[config.mk]
export PLATFORM = sky130hd
export DESIGN_NAME = capture_ctrl
export DESIGN_NICKNAME = d
export VERILOG_FILES = /design/src/rtl/capture_ctrl.sv
export SDC_FILE = /design/constraint.sdc
export NUM_CORES = 1
export LEC_CHECK = 0
export CAP_MARGIN = 20
export CORE_MARGIN = 5
export CORE_UTILIZATION = 40
export DETAILED_ROUTE_END_ITERATION = 10
export PLACE_DENSITY_LB_ADDON = 0.2
export SLEW_MARGIN = 30
export SYNTH_ARGS = -nofsm -noshare
export SYNTH_HDL_FRONTEND = slang
export SYNTH_SLANG_ARGS = --single-unit
[constraint.sdc]
create_clock -name clk -period 5.7 [get_ports clk]
set_input_delay 1.14 -clock clk [delete_from_list [all_inputs] [get_ports clk]]
set_output_delay 1.14 -clock clk [all_outputs]
set_load 0.05 [all_outputs]
[src/rtl/capture_ctrl.sv]
// Logic-analyzer capture sequencer: arm, pre-trigger fill, trigger wait, post-trigger fill,
// then oldest-first readout of the sample SRAM as a valid/ready stream (one word per 3+ cycles).
module capture_ctrl #(
    parameter int DATA_LEN = 32,
    parameter int DEPTH    = 1024,
    parameter int ADDR_LEN = $clog2(DEPTH)
) (
    input  logic                clk,
    input  logic                rst,
    input  logic                arm,
    input  logic                abort,
    input  logic [ADDR_LEN-1:0] pre_len,
    input  logic [DATA_LEN-1:0] sample_i,
    input  logic                sample_vld,
    input  logic                trig,
    output logic                wr_en,
    output logic [ADDR_LEN-1:0] wr_addr,
    output logic [DATA_LEN-1:0] wr_data,
    output logic                rd_en_n,
    output logic [ADDR_LEN-1:0] rd_addr,
    input  logic [DATA_LEN-1:0] ram_data,
    output logic [DATA_LEN-1:0] out_data,
    output logic                out_valid,
    input  logic                out_ready,
    output logic                busy,
    output logic                triggered,
    output logic                done
);

    typedef enum logic [2:0] {
        S_IDLE, S_PRE, S_WAIT, S_POST, S_RD_REQ, S_RD_LAT, S_RD_OUT, S_DONE
    } state_t;

    localparam logic [ADDR_LEN-1:0] ONE  = ADDR_LEN'(1);
    localparam logic [ADDR_LEN-1:0] LAST = ADDR_LEN'(DEPTH - 1);

    state_t state, state_nxt;

    logic [ADDR_LEN-1:0] pre_q, post_len, wptr, rptr, cnt, rcnt;
    logic capturing, acc, arm_go, trig_hit, pre_last, post_last, rd_acc;

    // DEPTH is a power of two, so DEPTH-1-pre_q is just the bitwise complement
    assign post_len  = ~pre_q;
    assign capturing = (state == S_PRE) || (state == S_WAIT) || (state == S_POST);
    assign acc       = capturing && sample_vld && !abort;
    assign arm_go    = arm && !abort && ((state == S_IDLE) || (state == S_DONE));
    assign trig_hit  = (state == S_WAIT) && acc && trig;
    assign pre_last  = (state == S_PRE)  && acc && (cnt == pre_q - ONE);
    assign post_last = (state == S_POST) && acc && (cnt == post_len - ONE);
    assign rd_acc    = (state == S_RD_OUT) && out_ready && !abort;
    assign rd_addr   = rptr;

    always_ff @(posedge clk or posedge rst) begin
        if (rst) state <= S_IDLE;
        else     state <= state_nxt;
    end

    always_comb begin
        state_nxt = state;
        if (abort) begin
            state_nxt = S_IDLE;
        end else begin
            case (state)
                S_IDLE, S_DONE: if (arm) state_nxt = (pre_len == '0) ? S_WAIT : S_PRE;
                S_PRE:          if (pre_last) state_nxt = S_WAIT;
                S_WAIT:         if (trig_hit) state_nxt = (pre_q == LAST) ? S_RD_REQ : S_POST;
                S_POST:         if (post_last) state_nxt = S_RD_REQ;
                S_RD_REQ:       state_nxt = S_RD_LAT;
                S_RD_LAT:       state_nxt = S_RD_OUT;
                S_RD_OUT:       if (out_ready) state_nxt = (rcnt == LAST) ? S_DONE : S_RD_REQ;
                default:        state_nxt = S_IDLE;
            endcase
        end
    end

    always_comb begin
        busy    = 1'b0;
        done    = 1'b0;
        rd_en_n = 1'b1;
        case (state)
            S_PRE, S_WAIT, S_POST, S_RD_LAT, S_RD_OUT: busy = 1'b1;
            S_RD_REQ: begin
                busy    = 1'b1;
                rd_en_n = 1'b0;
            end
            S_DONE:  done = 1'b1;
            default: ;
        endcase
    end

    always_ff @(posedge clk or posedge rst) begin
        if (rst) begin
            wr_en     <= 1'b0;
            wr_addr   <= '0;
            wr_data   <= '0;
            wptr      <= '0;
            rptr      <= '0;
            cnt       <= '0;
            rcnt      <= '0;
            pre_q     <= '0;
            out_data  <= '0;
            out_valid <= 1'b0;
            triggered <= 1'b0;
        end else begin
            wr_en <= acc;
            if (acc) begin
                wr_addr <= wptr;
                wr_data <= sample_i;
                wptr    <= wptr + ONE;
            end
            if (acc && ((state == S_PRE) || (state == S_POST)))
                cnt <= cnt + ONE;
            if (arm_go) begin
                pre_q     <= pre_len;
                wptr      <= '0;
                cnt       <= '0;
                triggered <= 1'b0;
            end
            // oldest kept sample sits pre_q words behind the trigger sample
            if (trig_hit) begin
                triggered <= 1'b1;
                rptr      <= wptr - pre_q;
                cnt       <= '0;
                rcnt      <= '0;
            end
            if (state == S_RD_LAT) begin
                out_data  <= ram_data;
                out_valid <= 1'b1;
            end
            if (rd_acc) begin
                out_valid <= 1'b0;
                rptr      <= rptr + ONE;
                rcnt      <= rcnt + ONE;
            end
            if (abort) begin
                out_valid <= 1'b0;
                triggered <= 1'b0;
            end
        end
    end

endmodule

**Word level (Yosys, flattened, before mapping)**

Cells that the tools add are included.

- Add/subtract/negate cells: 7
- Bitwise operators: 1
- Equal/unequal tests: 16
- Reductions and logical operators: 28
- Mux-type cells: 28

Operator list:

| kind | number |
|---|---|
| two-way mux 10 bit | 9 |
| adder 10 x 1 -> 10 bit (second input constant) | 4 |
| two-way mux 3 bit | 7 |
| case mux 3 bit (7 select lines) | 1 |
| == test 10 bit | 2 |
| == test 10 bit (second input constant) | 2 |
| subtractor 10 x 1 -> 10 bit (second input constant) | 2 |
| inequality test 3 bit (second input constant) | 5 |
| logical AND 1 bit | 13 |
| == test 3 bit (second input constant) | 4 |
| logical NOT 10 bit | 1 |
| NOT 10 bit | 1 |
| subtractor 10 bit | 1 |
| two-way mux 1 bit | 9 |
| nonzero test 3 bit | 3 |
| == test 3 x 2 -> 1 bit (second input constant) | 2 |
| OR reduction 6 bit | 1 |
| AND reduction 5 bit | 1 |
| logical OR 1 bit | 4 |
| two-way mux 2 bit | 2 |
| nonzero test 2 bit | 2 |
| == test 3 x 1 -> 1 bit (second input constant) | 1 |
| logical NOT 3 bit | 1 |
| OR reduction 2 bit | 1 |
| logical NOT 1 bit | 1 |

- Output and inout port bits: 90
- Register bits after elaboration: 130
- Word-level logic and storage cells: 92

**Longest topological paths before layout**

- Word-level depth: 10
- Depth in mapped cells: 10
- Mapped depth without buffers: 10

**Least setup slack after synthesis**

Ideal clock, no wire load.

- Path kind: in2reg
- Start point: input abort
- End point: register state[1]
- Setup slack: 2.893 ns
- Arrival time: 2.687 ns
- Stages on the path: 7
- Required time: 5.580 ns
- Cells stage by stage: clkbuf_1 > nor3b_2 > nand3_1 > a2111oi_2 > nand4_1 > or3b_1 > a41o_1

- Longest elaborated chain between the ends: 6

Ends and longest elaborated chain:

| element | line | source |
|---|---|---|
| start: declaration | 11 | `input logic abort,` |
| logical NOT 1 bit | 45 | `assign acc = capturing && sample_vld && !abort;` |
| logical AND 1 bit | 45 |  |
| logical AND 1 bit (on tied branches) (2 in a row) | 49, 47, 48 |  |
| inequality test 3 bit (no source line) | -- |  |
| AND reduction 5 bit (no source line) | -- |  |
| end signal: assignment | 55 | `else state <= state_nxt;` |
| end: declaration | 37 | `state_t state, state_nxt;` |

Parallel ways exist; a longest one is shown, timed or not.
A chain may end at the register's enable or synchronous reset.

**Worst setup path after layout**

- Start point: register state[0]
- End point: output busy

- Longest elaborated chain between the ends: 3

Ends and longest elaborated chain:

| element | line | source |
|---|---|---|
| == test 3 x 2 -> 1 bit (tied with other cells) | 80 | `case (state)` |
| OR reduction 6 bit (no source line) * | -- |  |
| two-way mux 1 bit * | 80 |  |
| end: declaration | 25 | `output logic busy,` |

Mark *: on every way between the ends. The rest lies on a longest branch, timed or not.

==> results.json <==
{
  "cts_buffer_depth": 2,
  "dpl_cell_area_sq_mm": 0.00838,
  "place_ws_ns": 2.09,
  "path_clk_slew_ns": 0.06,
  "yosysMostFrequentCell": "nand2_1",
  "drc": 0,
  "track_usage_pct": 18.9,
  "timing.rr.start": "pre_q[0]",
  "avgSynthCellArea_sq_um": 9.49,
  "finalCritPeriodShare_pct": 62.6,
  "final_cell_area_sq_mm": 0.00893,
  "fin_crit_ns": 3.57,
  "start_util_pct": 40.9,
  "ys_ff_latch": 130,
  "power.density_mw_per_mm2": 466,
  "clkLatencyLatePin_ns": 0.41,
  "die-height_um": 137,
  "utilization_pct": 56.2,
  "fin_nets": 944,
  "synth_top_area_cell": "dfrtp_1",
  "wl_per_cell_um": 16.1,
  "ys_async_sr_fraction_pct": 100,
  "grt.overflow.total": 0,
  "clockRootBuffer": "clkbuf_16",
  "ys_top_cells_by_area": "dfrtp_1 50%, nand2_1 9.2%, mux2_2 5.7%, xor2_1 3.9%, ha_1 2.9%",
  "grt_pass1_wl_um": 28300,
  "outcome": "finished clean",
  "seqCellArea_sq_mm": 0.00325,
  "wl_met3_um": 1360,
  "r2r_end": "state[1]",
  "antenna_found_initial": 0,
  "fin_cells": 1076,
  "via_per_inst": 5.19,
  "synth_top_area_share_pct": 50.1,
  "synth-edff-count": 0,
  "cts.sinks": 130,
  "synth_common_cells": "160 x nand2_1, 130 x dfrtp_1, 45 x nor2_1",
  "worst_slew_pin_slew_ns": 0.886,
  "drtAntennaViolNets": 0,
  "r2r_cells": 7,
  "syn_inst": 684,
  "finalSetupTns_ns": 0,
  "vias": 5586,
  "finalSetupViolCount": 0,
  "drt_first_pass_iters": 5,
  "crit_end": "busy",
  "dieWidth_um": 137,
  "yosysWarnings": 0,
  "drt-total-wl_um": 17300,
  "synth.distinct_cells": 56,
  "worstSetupStartpointType": "register",
  "report.final.slew_viol_count": 0,
  "hp-class": "reg2reg",
  "fmax_ghz": 0.280,
  "yosysSeqAreaShare_pct": 50.1,
  "gp_routability_congestion": 0.927,
  "syn_nets": 781,
  "ir_drop_mv": 0.283,
  "top_layer": "met4",
  "layout-drive-gt1-share_pct": 9.30,
  "fp-row-count": 46,
  "startpoint": "state[0]",
  "maxCapViolations": 0,
  "areaGrowthSynthToFinish_pct": 37.5,
  "io_buffers": 170,
  "dp_hpwl_um": 13000,
  "grt_max_degree": 57,
  "dr.first_iter.drc_count": 497,
  "post_cts_buffers": 0,
  "place_inst": 1044,
  "cp.required_ns": 4.56,
  "diodes": 0,
  "cts_tree": "yes",
  "cts_resized": 0,
  "critPathMaxFanout": 19,
  "dieArea_sq_mm": 0.0189,
  "finalHoldViolCount": 0,
  "power_mw": 4.16,
  "hold_buffers": 0,
  "arrival_ns": 2.43,
  "multi_input_area_sq_mm": 0.00303,
  "crit_path_end_kind": "primary output",
  "slew_headroom_pct": 40.7,
  "hp-start": "wr_data[4]",
  "htreeDepth": 4,
  "grt_pass1_vias": 5769,
  "final.setup.worst_slack_ns": 2.13,
  "wl_met1_um": 7540,
  "netlist_area_sq_mm": 0.00649,
  "critPathKind": "reg2out",
  "holdWs_ns": 0.477,
  "rrSetupSlack_ns": 2.95,
  "fillers": 1432,
  "cts_made_buffers": 17,
  "rsz0062_at_grt": "false",
  "ios": 171,
  "leakagePower_nw": 3.98,
  "fin_skew_ns": 0.00621,
  "ys.flop_type": "dfrtp_1",
  "core_area_sq_mm": 0.0159,
  "route.met2.wl_um": 8090
}
-- registers in the layout (all words and copies together) (netlist names) --
name,cells
out_data,32
wr_addr,10
wr_data,32
wptr,10
wr_en,1
rd_addr,10
out_valid,1
triggered,1
rcnt,10
cnt,10
pre_q,10
state,3
-- cells in the final DEF, fill, tap and decap left out, types with 6 or more instances in the layout --
| cell | Yosys | routed |
|---|---|---|
| nand3_1 | 19 | 19 |
| inv_1 | 21 | 20 |
| xor2_1 | 29 | 29 |
| nor2b_1 | 6 | 6 |
| clkdlybuf4s50_1 | 0 | 170 |
| and3_1 | 14 | 14 |
| o21ai_0 | 37 | 37 |
| xnor2_1 | 13 | 13 |
| mux2_2 | 33 | 33 |
| nand2_1 | 160 | 160 |
| nor3_1 | 9 | 9 |
| a211oi_1 | 8 | 8 |
| dfrtp_1 | 130 | 130 |
| clkbuf_16 | 0 | 17 |
| nor2_1 | 45 | 45 |
| ha_1 | 15 | 15 |
| nand4_1 | 20 | 20 |
| a21oi_1 | 15 | 15 |
| buf_4 | 2 | 7 |
| or3_1 | 10 | 10 |
-- cell type report --
type	count	area share [%]
clock buffers	19	4.85
clock inverters	13	1.26
inverters	21	0.911
multi-input cells	500	33.9
flip-flops and latches	130	36.4
well taps	216	3.03
repair buffers	177	19.6
-- worst min-delay path by stage --
| stage | endpoint | slack, ns | cells after the start |
|---|---|---|---|
| final | wr_data[4] | 0.48 | 2 |
| after detailed placement | wr_data[16] | 0.46 | 2 |
| after floorplan | rcnt[8] | 0.45 | 1 |
| after global placement | wr_data[6] | 0.46 | 2 |
| after CTS | wr_data[16] | 0.48 | 2 |
| after global routing | wr_data[8] | 0.51 | 2 |
-- power by group --
part	total, mW	internal [mW]	switching, mW
clock	1.00	0.598	0.404
sequential	1.38	1.13	0.246
combinational	1.78	0.632	1.15
-- worst max-delay path: stages (launching register included) --
cell             delay (ns)
dfrtp_1                0.58
or2_2                  0.45
o21ai_1                0.19
inv_1                  0.09
clkdlybuf4s50_1        0.71
-- cells by family (layout without fill, tap and decap cells) --
group / Yosys count / after routing / synth area share [%]
and+or+nand+nor: 306 / 306 / 21.7
DFF: 130 / 130 / 50.1
AOI/OAI and AO/OA: 103 / 103 / 10.3
buffers and inverters: 54 / 230 / 3.31
xor gates and xnor gates: 42 / 42 / 5.66
muxes: 33 / 33 / 5.72
adders and majority gates: 16 / 16 / 3.20
-- routing by layer --
metal	vias up	track usage [%]
li1	2693	-
met1	2661	24.4
met2	201	29.6
met3	31	6.43
met4	0	6.98
met5	-	0
Note: power is estimated with default switching activity, not from simulation.
